**src/rtl/fft_load_ctrl.sv**
```systemverilog
// Frame loader for an FFT register array: streams N samples into the array with
// optional bit-reversed addressing, then fires the FFT stage and waits for it to finish.
module fft_load_ctrl #(
    parameter int unsigned N      = 16,
    parameter int unsigned MSB    = 16,
    parameter int unsigned BITREV = 1
) (
    input  logic                 clk,
    input  logic                 rst,
    input  logic                 enable,
    input  logic                 in_valid,
    output logic                 in_ready,
    input  logic [MSB-1:0]       in_data,
    output logic                 we,
    output logic [$clog2(N)-1:0] addr,
    output logic [MSB-1:0]       wdata,
    output logic                 start,
    input  logic                 fft_done,
    output logic                 busy,
    output logic [7:0]           frame_cnt,
    output logic                 err
);

    localparam int unsigned AW = $clog2(N);
    localparam logic [AW-1:0] LastCnt = AW'(N - 1);

    typedef enum logic [1:0] {
        StIdle,
        StLoad,
        StFire,
        StWait
    } state_e;

    state_e          state_q, state_d;
    logic [AW-1:0]   cnt_q, cnt_d;
    logic            we_q, we_d;
    logic [AW-1:0]   addr_q, addr_d;
    logic [MSB-1:0]  wdata_q, wdata_d;
    logic [7:0]      frame_cnt_q, frame_cnt_d;
    logic            err_q, err_d;
    logic            accept;

    function automatic logic [AW-1:0] bitrev(input logic [AW-1:0] v);
        logic [AW-1:0] r;
        for (int i = 0; i < int'(AW); i++) begin
            r[AW-1-i] = v[i];
        end
        return r;
    endfunction

    always_comb begin
        state_d     = state_q;
        cnt_d       = cnt_q;
        frame_cnt_d = frame_cnt_q;
        in_ready    = (state_q == StLoad);
        accept      = in_valid & in_ready;

        unique case (state_q)
            StIdle: begin
                if (enable) begin
                    state_d = StLoad;
                    cnt_d   = '0;
                end
            end
            StLoad: begin
                // enable is deliberately ignored here: a started frame always completes.
                if (accept) begin
                    if (cnt_q == LastCnt) begin
                        cnt_d   = '0;
                        state_d = StFire;
                    end else begin
                        cnt_d = cnt_q + 1'b1;
                    end
                end
            end
            StFire: begin
                state_d = StWait;
            end
            StWait: begin
                if (fft_done) begin
                    frame_cnt_d = frame_cnt_q + 8'd1;
                    cnt_d       = '0;
                    state_d     = enable ? StLoad : StIdle;
                end
            end
            default: begin
                state_d = StIdle;
            end
        endcase
    end

    // Write port is registered, so the last write lands in the FIRE cycle alongside start.
    always_comb begin
        we_d    = accept;
        addr_d  = addr_q;
        wdata_d = wdata_q;
        if (accept) begin
            addr_d  = (BITREV != 0) ? bitrev(cnt_q) : cnt_q;
            wdata_d = in_data;
        end
    end

    // fft_done outside WAIT is a protocol violation; the flag is sticky until reset.
    always_comb begin
        err_d = err_q | (fft_done & (state_q != StWait));
    end

    always_ff @(posedge clk or posedge rst) begin
        if (rst) begin
            state_q     <= StIdle;
            cnt_q       <= '0;
            we_q        <= 1'b0;
            addr_q      <= '0;
            wdata_q     <= '0;
            frame_cnt_q <= 8'd0;
            err_q       <= 1'b0;
        end else begin
            state_q     <= state_d;
            cnt_q       <= cnt_d;
            we_q        <= we_d;
            addr_q      <= addr_d;
            wdata_q     <= wdata_d;
            frame_cnt_q <= frame_cnt_d;
            err_q       <= err_d;
        end
    end

    assign we        = we_q;
    assign addr      = addr_q;
    assign wdata     = wdata_q;
    assign start     = (state_q == StFire);
    assign busy      = (state_q != StIdle);
    assign frame_cnt = frame_cnt_q;
    assign err       = err_q;

endmodule

```
**config.mk**
```make
export PLATFORM = sky130hd
export DESIGN_NAME = fft_load_ctrl
export DESIGN_NICKNAME = d
export VERILOG_FILES = /design/src/rtl/fft_load_ctrl.sv
export SDC_FILE = /design/constraint.sdc
export NUM_CORES = 1
export LEC_CHECK = 0
export ABC_AREA = 1
export BUFFER_PORTS_ARGS = -buffer_cell sky130_fd_sc_hd__buf_2
export CAP_MARGIN = 10
export CORE_MARGIN = 3
export CORE_UTILIZATION = 30
export CTS_CLUSTER_DIAMETER = 120
export DETAILED_ROUTE_END_ITERATION = 10
export PLACE_DENSITY_LB_ADDON = 0.3
export RECOVER_POWER = 25
export SYNTH_ARGS = -nofsm -noshare
export SYNTH_HDL_FRONTEND = slang
export SYNTH_SLANG_ARGS = --single-unit
```
**constraint.sdc**
```tcl
create_clock -name clk -period 3.05 [get_ports clk]
set_input_delay 0.1525 -clock clk [delete_from_list [all_inputs] [get_ports clk]]
set_output_delay 0.1525 -clock clk [all_outputs]
set_load 0.01 [all_outputs]
```
==> impl_results.md, run 1 <==
* # DRC at 0
* CP top delay family: simple AND/OR/NAND/NOR gates
* Most frequent cells in the layout: 92 x nand2_1, 52 x buf_2, 36 x dfrtp_1, 18 x inv_1, 11 x nand3_1
* CTS resizes at 0
* Synth Area in XOR/XNOR at 0.0152
* Setup ws final at ~1.5 ns
* Simple-Gate Fraction of Synth Area at 0.312
* Worst path slowest cell: dfrtp_1
* Post-layout min period at between 1.5 and 2 ns
* Clock Skews at around 0.0038 ns
* Via count at roughly 1400
* Delay of the slowest critical-path stage at between 0.4 and 0.5 ns
* Final period utilization at 0.516
* H-Tree Depth at 2
* Clk_lat worst skew at 0.29 ns
* Final wirelength at 3.53 mm
* Achievable Freq at 0.636 GHz
* Mux contribution to synthesized area at 0
* Most common cell after layout, fill and taps aside: nand2_1
* Cells after synthesis at between 150 and 200
* Syn avg cell area at 8.70 µm²
* Crit path top cell by count: nand2_1
* RSZ-0062 raised after global routing: no
* CTS Buffer Depth at 2
* Setup TNS at 0 ns
* Full die area at between 6000 and 7000 µm²
* Area grow syn2layout at 27.5%
* Fin. max-slew vios at 0
* # diodes at 0
* DR pass1 iterations at 4
* Layout Nets at 288
* Rows at 27
* Startpoint types: flop
* CP endpoint kind: flop
* Mapped Area at ~1700 µm²
* Final count of hold timing violations at 0
* Ys Warns at 0
* Worst slack at placement at approximately 1.4 ns
* Initial Util at 0.312
* Leakage at roughly 1.3 nW
* Grt ovf at 0
* Status: finished, final reports clean
* Largest family of logic cells by synthesized area: simple AND/OR/NAND/NOR gates
* TritonCTS clock tree: built
* Synth unique cells at 21
* Routed Antenna Nets at 0
* Clock-pin slew on the worst setup and hold paths at 0.08 ns
* TritonCTS Buffers at 5
* Inst Count DP at between 300 and 400
* Via/cell ratio at approximately 4.3
* IO Pins at 54
* First-pass GRT wire length at between 5 and 6 mm
* Final HPWL DP at about 2.5 mm
* Maxcap violations at 0
* Worst-path fanout max at 24
* Non-filler cells, final at roughly 330
* Synth Area in Compound Gates at 0.0231
* Die W at about 80 µm
* Worst endpoint required time at roughly 3.2 ns
* # setup viols final at 0
* Root Buffer: clkbuf_8
* CP arrival at 1.75 ns
* Setup Fix Bufs, Post-CTS at 0
* Power density over the cells at 899 nW/µm²
* Max VDD drop at approximately 0.25 mV
* Clk sinks at 36
* Die Y-Extent at between 80 and 90 µm
* Routability Congestion at 0.711
* Worst hold start: in_data[3]
* Syn Nets at between 200 and 250
* Hold_buf cts at 1
* Critical path, cell by cell: inv_1, ha_1, nand2_2, inv_4, nand2_1, nand2_1
* Number of port buffers at 53
* Max-slew headroom at 0.690
* WP buf/inv at 2
* Seq cells post-synth at 36
* Worst Setup SP: state_q[1]
* Least-Margin Pin Slew at around 0.46 ns
* Gr usage total at 0.108
* Adder-Cell Fraction of Synth Area at 0.0651
* FF-to-FF Start: state_q[1]
* WL/cell at ~11 µm
* Fraction of layout cells with a size suffix above 1 at 0.297
* Fin Hold WS at between 0.05 and 0.06 ns
* Critical path class: flop to flop
* Drt initial violations at 56
* Core area at roughly 5500 µm²
* Vias in the first global route at 1251
* Pin count of the biggest net entering global routing at 37
* Hold WC Path Type: primary input to flop
* Initial antenna violation count at 0
* Seq/Total Area, Yosys at 0.521
* Tot Pwr at 0.00198 W
-- per-stage QoR --
| stage | util | instance area [µm²] |
|---|---|---|
| finish | 0.398 | 2210 |
| global route | 0.398 | 2210 |
| CTS | 0.399 | 2210 |
| detailed placement | 0.374 | 2070 |
| global placement | 0.374 | 2070 |
| floorplan | - | 1730 |
-- worst paths after layout --
path / endpoint / slack, ns / depth (start not counted)
hold / removal: wdata[3] / 0.05 / 3
setup / recovery: wdata[6] / 1.48 / 6
max in group asynchronous: wdata[2] / 2.21 / 4
setup reg to reg: wdata[6] / 1.48 / 6
min in group asynchronous: frame_cnt[4] / 0.51 / 4
hold reg to reg: err / 0.48 / 1
-- synth_stat cells --
cell | number | area [µm²]
xor2_1 | 1 | 8.76
nand3b_1 | 2 | 15.0
nor2_4 | 3 | 33.8
nand2_2 | 4 | 25.0
nor2_8 | 1 | 20.0
ha_1 | 9 | 113
nand2_4 | 3 | 33.8
inv_1 | 18 | 67.6
inv_2 | 4 | 15.0
nand2_1 | 92 | 345
buf_6 | 1 | 11.3
o21ai_0 | 1 | 5.00
buf_2 | 2 | 10.0
a21boi_0 | 1 | 7.51
nand3_1 | 11 | 55.1
xnor2_1 | 2 | 17.5
dfrtp_1 | 36 | 901
inv_4 | 1 | 6.26
o21bai_1 | 1 | 7.51
nand4_1 | 2 | 12.5
o21ai_1 | 4 | 20.0
-- flip-flops by register name (all words and copies together), names as in the netlist --
| name | cells |
|---|---|
| wdata | 16 |
| frame_cnt | 8 |
| addr | 4 |
| cnt_q | 4 |
| state_q | 2 |
| err | 1 |
| we | 1 |
-- metal layers --
layer  GRT usage  vias up  wire, µm
met3      0.0373        6       206
met5           0        -         0
met1       0.125      651      1570
met4      0.0515        0        74
met2       0.178       31      1680
li1            -      719         -
-- report_power, final --
part	internal, W	switching (W)	leakage (nW)
logic	0.000304	0.000450	0.755
registers	0.000641	0.000125	0.464
clock network	0.000289	0.000176	0.0645
total	0.00123	0.000751	1.28
-- final cells by class --
| type | count | area (µm²) |
|---|---|---|
| clock inverter | 1 | 30.0 |
| fill | 590 | 3330 |
| tap | 72 | 90.1 |
| inverter | 23 | 88.8 |
| multi-input combinational | 137 | 719 |
| clock buffer | 7 | 96.3 |
| timing repair buffer | 55 | 282 |
| sequential | 36 | 901 |
-- tightest hold or removal path, cell delays in order --
cell,delay (ns)
buf_2,0.08
nand2_1,0.04
nand2_1,0.04
-- kinds of logic (layout without fill, tap and decap cells) --
group           Yosys count  in the layout
simple gates            118            118
flops                    36             36
buf+inv                  26             86
fa+ha+maj                 9              9
compound gates            7              7
xor+xnor                  3              3
Power figures use the tool's default switching activity.
==> run 2: changes to the inputs <==
Settings changed: ABC_AREA 1 to 0.
Clock period 3.05 ns to 1.4 ns, I/O delays scaled along.
==> impl_results.md, run 2 <==
* Status: finished, violations left (was finished, final reports clean)
* Failing checks: setup timing
* CP arrival at 1.80 ns (was 1.75 ns)
* Final count of hold timing violations at 0 (unchanged)
* Via count at 1215 (was 1407)
* Hold worst-path end: wdata[8] (was wdata[3])
* FF+latch area at 903 µm² (was 901 µm²)
* Mapped Area at 1600 µm² (was 1730 µm²)
* Worst slack at placement at -0.211 ns (was 1.44 ns)
* Routability Congestion at 0.794 (was 0.711)
* Final HPWL DP at 2.27 mm (was 2.55 mm)
* Gr usage total at 0.108 (about the same)
* First-pass GRT wire length at 5.42 mm (was 5.45 mm)
* R2r setup slk at -0.21 ns (was 1.48 ns)
* Number of flip-flops in the largest register at 16 (unchanged)
* Final wirelength at 3.60 mm (was 3.53 mm)
* FF-to-FF Start: state_q[0] (was state_q[1])
* Fin Hold WS at 0.0150 ns (was 0.0547 ns)
* Ys Warns at 0 (unchanged)
* Vias in the first global route at 1195 (was 1251)
* Full die area at 6260 µm² (was 6710 µm²)
* WL/cell at 13.0 µm (was 10.7 µm)
* Yosys top cell by area: dfrtp_1 (unchanged)
* Top_reg_cell synth: dfrtp_1 (unchanged)
* Power density over the cells at 2120 nW/µm² (was 899 nW/µm²)
* Syn avg cell area at 13.3 µm² (was 8.70 µm²)
* Hold Path Depth at 2 (was 3)
* Die W at 79.1 µm (was 81.9 µm)
* # DRC at 0 (unchanged)
* Critical path, cell by cell: ha_2, and2b_4, nor4_4, nand3_1, o31ai_1 (was inv_1, ha_1, nand2_2, inv_4, nand2_1, nand2_1)
* Most common cell after layout, fill and taps aside: buf_2 (was nand2_1)
* Die Y-Extent at 79.1 µm (was 81.9 µm)
* Syn Nets at 151 (was 229)
* Setup ws final at -0.210 ns (was 1.48 ns)
* Drt initial violations at 30 (was 56)
* Cells after synthesis at 121 (was 199)
* Fraction of layout cells with a size suffix above 1 at 0.633 (was 0.297)
* Seq cells post-synth at 36 (unchanged)
* CP endpoint kind: flop (unchanged)
* Achievable Freq at 0.621 GHz (was 0.636 GHz)
* Initial antenna violation count at 0 (unchanged)
* Least-Margin Pin Slew at 0.875 ns (was 0.464 ns)
* Non-filler cells, final at 277 (was 331)
* Post-layout min period at 1.61 ns (was 1.57 ns)
* # diodes at 0 (unchanged)
* Inst Count DP at 257 (was 322)
* Maxcap violations at 0 (unchanged)
* Fill count at 457 (was 590)
* Worst path slowest cell: dfrtp_2 (was dfrtp_1)
* Grt ovf at 0 (unchanged)
* Clk sinks at 36 (unchanged)
* Number of port buffers at 53 (unchanged)
* Clk_lat worst skew at 0.28 ns (was 0.29 ns)
* Fin. max-slew vios at 0 (unchanged)
* Via/cell ratio at 4.39 (was 4.25)
* Clock-pin slew on the worst setup and hold paths at 0.07 ns (was 0.08 ns)
* CTS Buffer Depth at 2 (unchanged)
* # setup viols final at 25 (was 0)
* H-Tree Depth at 2 (unchanged)
* Async set-or-reset flop fraction in the synthesized netlist at 1.00 (unchanged)
* Pin count of the biggest net entering global routing at 37 (unchanged)
* Most frequent cell after synthesis: dfrtp_1 (was nand2_1)
* Synth unique cells at 28 (was 21)
* TritonCTS clock tree: built (unchanged)
* Area of the multi-input gates at 853 µm² (was 719 µm²)
* Most frequent cells in the layout: 52 x buf_2, 34 x dfrtp_1, 19 x mux2_4, 16 x buf_4, 8 x buf_6 (was 92 x nand2_1, 52 x buf_2, 36 x dfrtp_1, 18 x inv_1, 11 x nand3_1)
* Reg-to-Reg End: cnt_q[3] (was wdata[6])
* DR pass1 iterations at 4 (unchanged)
* Delay of the slowest critical-path stage at 0.46 ns (was 0.43 ns)
* Most frequent cells after synthesis: 36 x dfrtp_1, 20 x mux2_2, 10 x nand2_1, 9 x ha_1, 8 x inv_1 (was 92 x nand2_1, 36 x dfrtp_1, 18 x inv_1, 11 x nand3_1, 9 x ha_1)
* Max-slew headroom at 0.417 (was 0.690)
* Initial Util at 0.325 (was 0.312)
* Hold WC Path Type: primary input to flop (unchanged)
* Cell Area, Placed at 2110 µm² (was 2070 µm²)
* Layout Cell Area excl Fill at 2560 µm² (was 2210 µm²)
* Top-area cell type share of the netlist area at 0.562 (was 0.521)
* Seq/Total Area, Yosys at 0.562 (was 0.521)
* Rows at 25 (was 27)
* Clock Skews at 0.00465 ns (was 0.00381 ns)
* Routed Antenna Nets at 0 (unchanged)
* Startpoint types: flop (unchanged)
* Critical path class: flop to flop (unchanged)
* Worst hold start: in_data[8] (was in_data[3])
* Final period utilization at 1.15 (was 0.516)
* Leakage at 1.31 nW (was 1.28 nW)
* Worst-path fanout max at 5 (was 24)
* Core area at 4940 µm² (was 5540 µm²)
* Area grow syn2layout at 59.5% (was 27.5%)
* Post-synth EDFFs at 0 (unchanged)
* Largest cells by area after synthesis: dfrtp_1 56%, mux2_2 14%, ha_1 7.0% (was dfrtp_1 52%, nand2_1 20%, ha_1 6.5%)
* Setup TNS at -1.73 ns (was 0 ns)
* Root Buffer: clkbuf_8 (unchanged)
* TritonCTS Buffers at 5 (unchanged)
* Max VDD drop at 0.985 mV (was 0.247 mV)
* Worst endpoint required time at 1.59 ns (was 3.23 ns)
* Layout Nets at 239 (was 288)
* Worst R2R Path Depth at 5 (was 6)
* IO Pins at 54 (unchanged)
* RSZ-0062 raised after global routing: yes (was no)
## run 2: cell types whose count changed after synthesis, moves of 3 or more
cell / previous run / this run
nor2_1: 0 / 3
inv_2: 4 / 0
xnor2_1: 2 / 5
mux2_2: 0 / 20
nand3_1: 11 / 5
inv_1: 18 / 8
nor2_4: 3 / 0
nand2_4: 3 / 0
nand2_1: 92 / 10
nand2_2: 4 / 0
## run 2: cells by family after synthesis
group                      count (synthesis)  share of synthesized area
AOI/OAI and AO/OA                         12                     0.0632
xor gates and xnor gates                   7                     0.0382
adders and majority gates                  9                     0.0702
buffers and inverters                     10                     0.0250
DFF                                       36                      0.562
muxes                                     21                      0.147
and+or+nand+nor                           26                     0.0952
## run 2: worst max-delay path by stage
stage	endpoint	depth (start not counted)	start	slack [ns]
2_1_floorplan	cnt_q[2]	6	state_q[1]	-0.16
3_3_place_gp	cnt_q[2]	6	state_q[1]	-0.18
3_5_place_dp	cnt_q[3]	6	state_q[1]	-0.21
4_1_cts	cnt_q[3]	5	state_q[0]	-0.21
5_1_grt	cnt_q[3]	5	state_q[0]	-0.33
6_report	cnt_q[3]	5	state_q[0]	-0.21
## run 2: worst max-delay path, delay by kind of cell (launching register included)
family | cells | cell delay [ns]
AND/OR/NAND/NOR | 3 | 0.65
AO/OA/AOI/OAI | 1 | 0.21
adder cells (fa/ha/maj) | 1 | 0.20
flip-flops | 1 | 0.46
## run 2: layer usage
layer	GRT usage	vias to the layer above	share of wire	routed length, µm
met2	0.169	50	0.46	1660
met4	0.0206	0	0.0044	16
met3	0.0397	2	0.073	262
met5	0	-	0	0
met1	0.146	567	0.46	1660
li1	-	596	-	-
## run 2: final cells by class
cell class	count	area share
tap	67	0.0328
multi-input combinational	75	0.333
inverter	8	0.0127
clock buffer	6	0.0323
clock inverter	2	0.00391
timing repair buffer	83	0.232
sequential	36	0.353
## run 2: power by group
group / switching [W] / total [W] / internal (W) / leakage [nW]
combinational: 0.00122 / 0.00295 / 0.00173 / 0.812
sequential: 0.000269 / 0.00171 / 0.00144 / 0.446
clock: 0.000365 / 0.000758 / 0.000393 / 0.0510
total: 0.00186 / 0.00542 / 0.00356 / 1.31
## run 2: per-stage QoR
stage	utilization	power (W)
final	0.518	0.00542
after detailed placement	0.427	0.00380
after floorplan	-	0.00293
after CTS	0.483	0.00505
after global placement	0.427	0.00378
after global routing	0.518	0.00581
## run 2: timing repair
| action | in CTS | in global routing |
|---|---|---|
| hold endpoints to repair | 36 | 1 |
| resized for setup | 27 | 25 |
| hold buffers | 1 | 1 |
| endpoints found under the setup margin | 29 | 35 |
| gates cloned | 1 | 2 |
| pin swaps | 5 | 2 |
| setup buffers | 5 | 2 |
==> run 3: changes to the inputs <==
Settings changed: CORE_UTILIZATION 30 to 44.
==> impl_results.md, run 3 (synthesized netlist as in run 2, its figures left out) <==
* DR pass1 iterations at 4 (unchanged)
* Grt ovf at 0 (unchanged)
* Power density over the cells at 2000 nW/µm² (was 2120 nW/µm²)
* # setup viols final at 27 (was 25)
* Initial Util at 0.470 (was 0.325)
* Final period utilization at 1.17 (was 1.15)
* GRT met3 Usage at 0.0493 (was 0.0397)
* TritonCTS clock tree: built (unchanged)
* Rows at 21 (was 25)
* CP top delay family: simple AND/OR/NAND/NOR gates (unchanged)
* Busiest layer in global routing: met2 (unchanged)
* Gr usage total at 0.209 (was 0.108)
* CP endpoint kind: flop (unchanged)
* Reg-to-Reg End: cnt_q[3] (unchanged)
* FF-to-FF Start: state_q[0] (unchanged)
* RSZ-0062 raised after global routing: yes (unchanged)
* Worst Setup SP: state_q[0] (unchanged)
* Tot Pwr at 0.00526 W (was 0.00542 W)
* Worst endpoint required time at 1.65 ns (was 1.59 ns)
* GR Util met1 at 0.206 (was 0.146)
* Post-layout min period at 1.64 ns (was 1.61 ns)
* Root Buffer: clkbuf_4 (was clkbuf_8)
* Die Y-Extent at 66.4 µm (was 79.1 µm)
* Routed Antenna Nets at 0 (unchanged)
* Fill count at 223 (was 457)
* Setup ws final at -0.237 ns (was -0.210 ns)
* First-pass GRT wire length at 6.61 mm (was 5.42 mm)
* Via count at 1300 (was 1215)
* Fraction of layout cells with a size suffix above 1 at 0.585 (was 0.633)
* WP buf/inv at 0 (unchanged)
* Die W at 66.4 µm (was 79.1 µm)
* Number of port buffers at 53 (unchanged)
* IO Pins at 54 (unchanged)
* Max VDD drop at 1.22 mV (was 0.985 mV)
* Routability Congestion at 0.758 (was 0.794)
* H-Tree Depth at 2 (unchanged)
* Final core occ at 0.771 (was 0.518)
* Worst-path fanout max at 4 (was 5)
* Clock-pin slew on the worst setup and hold paths at 0.10 ns (was 0.07 ns)
* Failing checks: setup timing (unchanged)
* Via/cell ratio at 4.81 (was 4.39)
* Leakage at 1.32 nW (was 1.31 nW)
* Fin Hold WS at 0.0276 ns (was 0.0150 ns)
* CTS Buffer Depth at 2 (unchanged)
* Clk_lat worst skew at 0.34 ns (was 0.28 ns)
* Initial antenna violation count at 0 (unchanged)
* Max-slew headroom at 0.420 (was 0.417)
* Worst slack at placement at -0.311 ns (was -0.211 ns)
* TritonCTS Buffers at 5 (unchanged)
* Most frequent cells in the layout: 52 x buf_2, 34 x dfrtp_1, 17 x dlygate4sd3_1, 15 x buf_4, 12 x mux2_4 (was 52 x buf_2, 34 x dfrtp_1, 19 x mux2_4, 16 x buf_4, 8 x buf_6)
* Worst R2R Path Depth at 5 (unchanged)
* WL/cell at 14.8 µm (was 13.0 µm)
* Startpoint types: flop (unchanged)
* Least-Margin Pin Slew at 0.870 ns (was 0.875 ns)
* Fin. max-slew vios at 0 (unchanged)
* Hold worst-path end: err (was wdata[8])
* Pin count of the biggest net entering global routing at 37 (unchanged)
* Worst path slowest cell: dfrtp_2 (unchanged)
* Achievable Freq at 0.611 GHz (was 0.621 GHz)
* Delay of the slowest critical-path stage at 0.48 ns (was 0.46 ns)
* Drt initial violations at 10 (was 30)
* Clock Skews at 0.00696 ns (was 0.00465 ns)
* Full die area at 4410 µm² (was 6260 µm²)
* Final count of hold timing violations at 0 (unchanged)
* CP arrival at 1.89 ns (was 1.80 ns)
* Area grow syn2layout at 64.2% (was 59.5%)
* R2r setup slk at -0.24 ns (was -0.21 ns)
* Hold Path Depth at 2 (unchanged)
* Critical path, cell by cell: ha_4, and2b_4, nor4_4, nand3_1, o31ai_1 (was ha_2, and2b_4, nor4_4, nand3_1, o31ai_1)
* Status: finished, violations left (unchanged)
* Maxcap violations at 0 (unchanged)
* Layout Nets at 253 (was 239)
* Core area at 3420 µm² (was 4940 µm²)
* # diodes at 0 (unchanged)
* Vias in the first global route at 1438 (was 1195)
* Clk sinks at 36 (unchanged)
* Met2 GRT Util at 0.405 (was 0.169)
* Most common cell after layout, fill and taps aside: buf_2 (unchanged)
* Number of flip-flops in the largest register at 16 (unchanged)
* # DRC at 0 (unchanged)
* Final wirelength at 4.01 mm (was 3.60 mm)
* Critical path class: flop to flop (unchanged)
* Hold WC Path Type: primary input to flop (unchanged)
* Final HPWL DP at 2.34 mm (was 2.27 mm)
* Worst hold start: fft_done (was in_data[8])
run 3: cell count changes in the layout (fill, tap and decap cells not counted), moves of 2 or more:
cell	delta
dlygate4sd3_1	+15
o21ai_1	-3
buf_16	+2
mux2_4	-7
clkbuf_16	-2
clkbuf_8	-5
mux2_2	+7
o21ai_0	+2
clkinv_2	-2
clkbuf_4	+5
run 3: metrics by stage:
step / area (µm²) / instances / TNS [ns]
finish: 2630 / 270 / -4.18
floorplan: 1630 / 121 / -0.448
CTS: 2610 / 270 / -3.66
global placement: 2050 / 231 / -2.70
detailed placement: 2050 / 231 / -4.29
global route: 2630 / 270 / -5.16
run 3: worst max-delay path by stage:
stage	to	cells past startpoint
2_1_floorplan	cnt_q[2]	6
3_3_place_gp	cnt_q[2]	6
3_5_place_dp	cnt_q[3]	6
4_1_cts	cnt_q[3]	5
5_1_grt	cnt_q[2]	5
6_report	cnt_q[3]	5
run 3: routing by layer:
layer	vias up	part of all wire	wire [µm]
met3	6	0.048	193
li1	621	-	-
met5	-	0	0
met1	635	0.39	1570
met2	38	0.54	2180
met4	0	0.018	72
run 3: where the power goes:
group | total (W) | internal (W) | switching (W)
clock network | 0.000580 | 0.000246 | 0.000334
registers | 0.00172 | 0.00144 | 0.000282
logic | 0.00296 | 0.00170 | 0.00126
run 3: area by class of cell:
class | instances | area [µm²] | share of cell area
Inverter | 8 | 30.0 | 0.0114
Clock inverter | 1 | 7.51 | 0.00285
Sequential cell | 36 | 903 | 0.343
Multi-Input combinational cell | 75 | 831 | 0.315
Timing Repair Buffer | 97 | 749 | 0.285
Tap cell | 46 | 57.6 | 0.0219
Clock buffer | 7 | 55.1 | 0.0209
run 3: timing repair:
| item | CTS | global route |
|---|---|---|
| gates resized for setup | 39 | 4 |
| hold endpoints to repair | 52 | 0 |
| endpoints found under the setup margin | 31 | 35 |
| cloned | 3 | 0 |
| buffers inserted | 11 | 0 |
| hold buffers | 17 | 0 |
| pin swaps | 3 | 0 |
